--- src/rtl/alu_arbiter_2req.sv ---
// alu_arbiter_2req: two-port round-robin front end for one shared external
// AND/OR/ADD/SUB ALU. It accepts one request at a time, decodes the function
// code into ALU control lines, registers the ALU result and returns it to the
// requester that issued it.
//
// Handshakes (both sides use strict valid/ready semantics):
//   request : a transfer happens on the rising edge where reqN_valid && reqN_ready.
//             reqN_ready is combinational, high only in IDLE and only for the
//             granted requester; it never depends on a prior ready.
//   response: rspN_valid rises in RESP for the owner only and holds, with
//             rsp_result/rsp_cout/rsp_err stable, until the edge where
//             rspN_valid && rspN_ack. The non-owner's ack is ignored.
module alu_arbiter_2req #(
   parameter int   WIDTH   = 32,
   parameter logic RR_INIT = 1'b0
) (
   input  logic             clk,
   input  logic             reset,
   input  logic             req0_valid,
   output logic             req0_ready,
   input  logic [WIDTH-1:0] req0_a,
   input  logic [WIDTH-1:0] req0_b,
   input  logic [2:0]       req0_func,
   input  logic             req1_valid,
   output logic             req1_ready,
   input  logic [WIDTH-1:0] req1_a,
   input  logic [WIDTH-1:0] req1_b,
   input  logic [2:0]       req1_func,
   output logic             rsp0_valid,
   input  logic             rsp0_ack,
   output logic             rsp1_valid,
   input  logic             rsp1_ack,
   output logic [WIDTH-1:0] rsp_result,
   output logic             rsp_cout,
   output logic             rsp_err,
   output logic [WIDTH-1:0] alu_a,
   output logic [WIDTH-1:0] alu_b,
   output logic [1:0]       alu_op,
   output logic             alu_binvert,
   output logic             alu_cin,
   input  logic [WIDTH-1:0] alu_res,
   input  logic             alu_cout,
   output logic             busy,
   output logic [1:0]       dbg_state
);

   typedef enum logic [1:0] {
      S_IDLE = 2'd0,
      S_EXEC = 2'd1,
      S_RESP = 2'd2
   } state_t;

   state_t           r_state;
   state_t           w_next_state;
   logic             r_ptr;
   logic             r_owner;
   logic             r_binvert;
   logic             r_err;
   logic [1:0]       r_op;
   logic [WIDTH-1:0] r_a;
   logic [WIDTH-1:0] r_b;

   logic             w_gnt_any;
   logic             w_gnt_id;
   logic             w_accept;
   logic             w_rsp_done;
   logic             w_owner_ack;
   logic [WIDTH-1:0] w_sel_a;
   logic [WIDTH-1:0] w_sel_b;
   logic [2:0]       w_sel_func;
   logic [1:0]       w_dec_op;
   logic             w_dec_binvert;
   logic             w_dec_err;

   // Grant: a lone valid requester wins; on a tie the pointer decides.
   assign w_gnt_any   = req0_valid | req1_valid;
   assign w_gnt_id    = (req0_valid && req1_valid) ? r_ptr : req1_valid;
   assign w_sel_a     = w_gnt_id ? req1_a    : req0_a;
   assign w_sel_b     = w_gnt_id ? req1_b    : req0_b;
   assign w_sel_func  = w_gnt_id ? req1_func : req0_func;
   assign w_owner_ack = r_owner ? rsp1_ack : rsp0_ack;

   // Decode the granted function code into ALU select, B-invert and error flag.
   always_comb begin
      w_dec_op      = 2'b00;
      w_dec_binvert = 1'b0;
      w_dec_err     = 1'b0;
      case (w_sel_func)
         3'b000:  w_dec_op = 2'b00;
         3'b001:  w_dec_op = 2'b01;
         3'b010:  w_dec_op = 2'b10;
         3'b110: begin
            w_dec_op      = 2'b10;
            w_dec_binvert = 1'b1;
         end
         default: w_dec_err = 1'b1;
      endcase
   end

   // FSM state register.
   always_ff @(posedge clk or posedge reset) begin
      if (reset) r_state <= S_IDLE;
      else       r_state <= w_next_state;
   end

   // FSM next state, request ready and the accept/response-done strobes.
   always_comb begin
      w_next_state = r_state;
      req0_ready   = 1'b0;
      req1_ready   = 1'b0;
      w_accept     = 1'b0;
      w_rsp_done   = 1'b0;
      case (r_state)
         S_IDLE: begin
            if (w_gnt_any) begin
               req0_ready   = ~w_gnt_id;
               req1_ready   = w_gnt_id;
               w_accept     = 1'b1;
               w_next_state = S_EXEC;
            end
         end
         S_EXEC: w_next_state = S_RESP;
         S_RESP: begin
            if (w_owner_ack) begin
               w_rsp_done   = 1'b1;
               w_next_state = S_IDLE;
            end
         end
         default: w_next_state = S_IDLE;
      endcase
   end

   // Latch operands, decoded controls and owner on accept; they drive the ALU
   // until the next accept, so the ALU inputs stay stable through RESP.
   always_ff @(posedge clk or posedge reset) begin
      if (reset) begin
         r_a       <= '0;
         r_b       <= '0;
         r_op      <= 2'b00;
         r_binvert <= 1'b0;
         r_err     <= 1'b0;
         r_owner   <= 1'b0;
      end else if (w_accept) begin
         r_a       <= w_sel_a;
         r_b       <= w_sel_b;
         r_op      <= w_dec_op;
         r_binvert <= w_dec_binvert;
         r_err     <= w_dec_err;
         r_owner   <= w_gnt_id;
      end
   end

   // Capture the ALU output at the end of EXEC; a reserved code returns zeros.
   always_ff @(posedge clk or posedge reset) begin
      if (reset) begin
         rsp_result <= '0;
         rsp_cout   <= 1'b0;
         rsp_err    <= 1'b0;
      end else if (r_state == S_EXEC) begin
         rsp_result <= r_err ? '0 : alu_res;
         rsp_cout   <= r_err ? 1'b0 : alu_cout;
         rsp_err    <= r_err;
      end
   end

   // Priority pointer passes to the other requester once a response is consumed.
   always_ff @(posedge clk or posedge reset) begin
      if (reset)           r_ptr <= RR_INIT;
      else if (w_rsp_done) r_ptr <= ~r_owner;
   end

   assign rsp0_valid  = (r_state == S_RESP) && !r_owner;
   assign rsp1_valid  = (r_state == S_RESP) &&  r_owner;
   assign alu_a       = r_a;
   assign alu_b       = r_b;
   assign alu_op      = r_op;
   assign alu_binvert = r_binvert;
   assign alu_cin     = r_binvert;
   assign busy        = (r_state != S_IDLE);
   assign dbg_state   = r_state;

endmodule

--- config.mk ---
export PLATFORM = sky130hd
export DESIGN_NAME = alu_arbiter_2req
export DESIGN_NICKNAME = d
export VERILOG_FILES = /design/src/rtl/alu_arbiter_2req.sv
export SDC_FILE = /design/constraint.sdc
export NUM_CORES = 1
export LEC_CHECK = 0
export CAP_MARGIN = 20
export CORE_ASPECT_RATIO = 0.7
export CORE_MARGIN = 2
export CORE_UTILIZATION = 39
export DETAILED_ROUTE_END_ITERATION = 16
export PLACE_DENSITY_LB_ADDON = 0.3
export SETUP_SLACK_MARGIN = 0.4
export SLEW_MARGIN = 20
export SYNTH_ARGS = -nofsm -noshare
export SYNTH_HDL_FRONTEND = slang
export SYNTH_SLANG_ARGS = --single-unit
--- constraint.sdc ---
create_clock -name clk -period 4.7 [get_ports clk]
set_clock_uncertainty 0.2 [all_clocks]
set_input_delay 0.47 -clock clk [delete_from_list [all_inputs] [get_ports clk]]
set_output_delay 0.47 -clock clk [all_outputs]
set_load 0.005 [all_outputs]
==> flow_metrics.py <==
metrics = {
    "yosys": {
        "yosys-top-cells-area": "dfrtp_1 52%, o21ai_0 9.8%, a31oi_1 7.1%, a21oi_1 6.6%, nand3_1 6.3%",
        "synth_edf_count": 0,
        "seq_area_frac_synth": 0.516,
        "syn_area_um2": 5140,
        "syn_area_per_cell_um2": 9.02,
        "synth.top_cell.area_share": 0.516,
        "yosysMostFrequentCell": "dfrtp_1",
        "syn_inst": 570,
        "synth_common_cells": "106 x dfrtp_1, 101 x o21ai_0, 68 x a21oi_1, 65 x nand3_1, 58 x a31oi_1",
        "ys_ff_latch": 106,
        "syn-num-nets": 743,
        "ys.warnings.count": 0,
        "synth_largest_area_cell": "dfrtp_1",
        "synthDistinctLibCells": 30,
        "synth_ff_type": "dfrtp_1",
        "async_flop_share": 1.00,
    },
    "grt": {
        "grt_pass1_vias": 5298,
        "grt_max_degree": 71,
        "antenna_found_initial": 1,
        "gr-usage-met2": 0.397,
        "grt-busiest-layer": "met2",
        "met3_usage": 0.0701,
        "track_usage": 0.243,
        "overflow": 0,
        "met1_usage": 0.314,
        "grt_first_pass_wirelength_mm": 27.2,
    },
    "placement": {
        "post-place-ws_ps": 1760,
        "hpwlAfterDp_mm": 12.1,
        "portBuffers": 281,
        "gp_congestion": 0.844,
        "postPlaceCellArea_um2": 7940,
    },
    "hold_path": {
        "worst_hold_path_type": "flip-flop to flip-flop",
    },
    "critical_path": {
        "crit_family": "buffers and inverters",
        "crit_slowest_cell": "buf_4",
        "path_class": "flip-flop to output pin",
        "reg2reg_slack_ps": 2470,
        "worstPathMaxFanout": 70,
        "path_cells": "nor2_4 -> buf_4 -> and3_1 -> clkdlybuf4s50_1",
        "slowest_delay_ps": 620,
        "arrival_ps": 2400,
        "required_ps": 4030,
        "crit_buf_inv": 2,
        "critPathLaunchType": "flip-flop",
        "critPathCaptureType": "output pin",
    },
    "outcome": {
        "run_status": "completed",
    },
    "timing": {
        "setup_slack_ps": 1630,
        "rsz0062_at_grt": "false",
        "post-route-min-period_ps": 3070,
        "period_share": 0.653,
        "fmax_mhz": 326,
        "final_max_slew_viol_count": 0,
        "slew_headroom": 0.331,
        "hold_viol_final": 0,
        "holdWs_ps": 282,
        "fin_tns_setup_ps": 0,
        "finalSetupViolCount": 0,
        "worst_slew_pin_slew_ps": 1000,
    },
    "power": {
        "power_switching_w": 0.00164,
        "seqPwrFrac": 0.352,
        "p_clk_frac": 0.167,
        "ir_drop_uv": 268,
        "swShare": 0.352,
        "p_int_w": 0.00303,
        "pwr-share-comb": 0.480,
        "p_leak_nw": 3.21,
        "powerDensity_nw_per_um2": 566,
    },
    "clocking": {
        "clock_latency_ps": 340,
        "h-tree-depth": 3,
        "numCtsBuffers": 9,
        "cts_buffer_depth": 2,
        "root_buffer": "clkbuf_16",
        "cts_hold_buf": 0,
        "cts_tree": "done",
        "cts_setup_buffers": 0,
        "cts.sinks": 106,
        "clkSlewWorstSetupHoldPaths_ps": 70,
        "cts_resized": 0,
    },
    "detailed_routing": {
        "wl_per_cell_um": 18.1,
        "ant_nets": 0,
        "drt_drc_violations_left": 0,
        "routed_wl_mm": 17.7,
        "vias": 5427,
        "drt_iter0_drc": 319,
        "via_per_inst": 5.54,
        "first_pass_iters": 5,
    },
    "cells_and_area": {
        "final_cell_area_um2": 8250,
        "drive_gt1_frac": 0.0554,
        "nNetsFinal": 980,
        "utilization": 0.634,
        "syn2layout_area_growth_pct": 60.5,
    },
    "die": {
        "die_h_um": 100,
        "coreArea_um2": 13000,
        "ios": 282,
        "die_w_um": 141,
        "dieArea_um2": 14100,
        "start_util": 0.395,
        "num_rows": 35,
    },
    "flow_run": {
        "maxCapViolCount": 0,
    },
}
area by class of cell:
| type | instances | area (um^2) |
|---|---|---|
| well taps | 166 | 208 |
| multi-input cells | 394 | 2190 |
| clock buffers | 11 | 243 |
| clock inverters | 5 | 62.6 |
| diodes | 1 | 2.50 |
| inverters | 7 | 28.8 |
| repair buffers | 289 | 2870 |
| fillers | 1082 | 4750 |
| flip-flops and latches | 106 | 2650 |
through the flow:
step	power, W	cells
floorplan	0.00262	570
global placement	0.00384	962
detailed placement	0.00390	962
CTS	0.00470	978
global route	0.00498	978
finish	0.00467	979
worst min-delay path, stage by stage, from the launching register on:
cell and delay (ps):
dfrtp_1 340, nand2_1 40, o21ai_0 60
kinds of logic (layout without fill, tap and decap cells):
group | after synthesis | in the layout | share of synthesized area
AND/OR/NAND/NOR | 147 | 147 | 0.147
other | 0 | 1 | 0
AO/OA/AOI/OAI | 245 | 245 | 0.272
multiplexers | 2 | 2 | 0.00414
flip-flops | 106 | 106 | 0.516
buffers and inverters | 70 | 312 | 0.0613
placed cells by master, fill, tap and decap left out, types with 2 or more instances in the layout:
master / netlist / final
clkinvlp_4: 0 / 2
clkbuf_16: 0 / 9
a21oi_1: 68 / 68
nand4_1: 2 / 2
a31oi_1: 58 / 58
nor2_1: 4 / 4
and3_1: 2 / 2
o211ai_1: 3 / 3
inv_2: 2 / 2
nand2b_2: 0 / 2
clkdlybuf4s50_1: 0 / 280
nand3_1: 65 / 65
dfrtp_1: 106 / 106
buf_4: 1 / 8
inv_1: 5 / 4
a31oi_2: 10 / 10
nand2b_1: 36 / 34
o21ai_0: 101 / 101
nand2_1: 33 / 33
power by group through the flow:
| stage | Clock (W) | Sequential (W) | Combinational [W] |
|---|---|---|---|
| global route | 0.000825 | 0.00170 | 0.00245 |
| floorplan | 0 | 0.00162 | 0.000997 |
| finish | 0.000780 | 0.00165 | 0.00224 |
| detailed placement | 0 | 0.00166 | 0.00225 |
| CTS | 0.000797 | 0.00165 | 0.00225 |
| global placement | 0 | 0.00164 | 0.00220 |
final timing paths:
path                                   to           start  depth (start not counted)
max in group asynchronous   rsp_result[8]           reset                          3
hold reg to reg            rsp_result[25]  rsp_result[25]                          2
setup / recovery               req1_ready    dbg_state[0]                          4
min in group asynchronous        alu_b[6]           reset                          2
hold / removal             rsp_result[25]  rsp_result[25]                          2
setup reg to reg                alu_b[24]    dbg_state[0]                          5
registers in the layout (all words and copies together), names as in the netlist, 2 cells and up:
signal      count
dbg_state       2
rsp_result     32
alu_op          2
alu_b          32
alu_a          32
routing by layer:
| layer | vias to the layer above | wire (um) | share of wire |
|---|---|---|---|
| met2 | 297 | 8270 | 0.47 |
| met1 | 2570 | 7260 | 0.41 |
| met3 | 32 | 1810 | 0.10 |
| met4 | 0 | 385 | 0.022 |
| li1 | 2528 | - | - |
| met5 | - | 0 | 0 |
No activity file was read; power rests on OpenSTA's default activity.
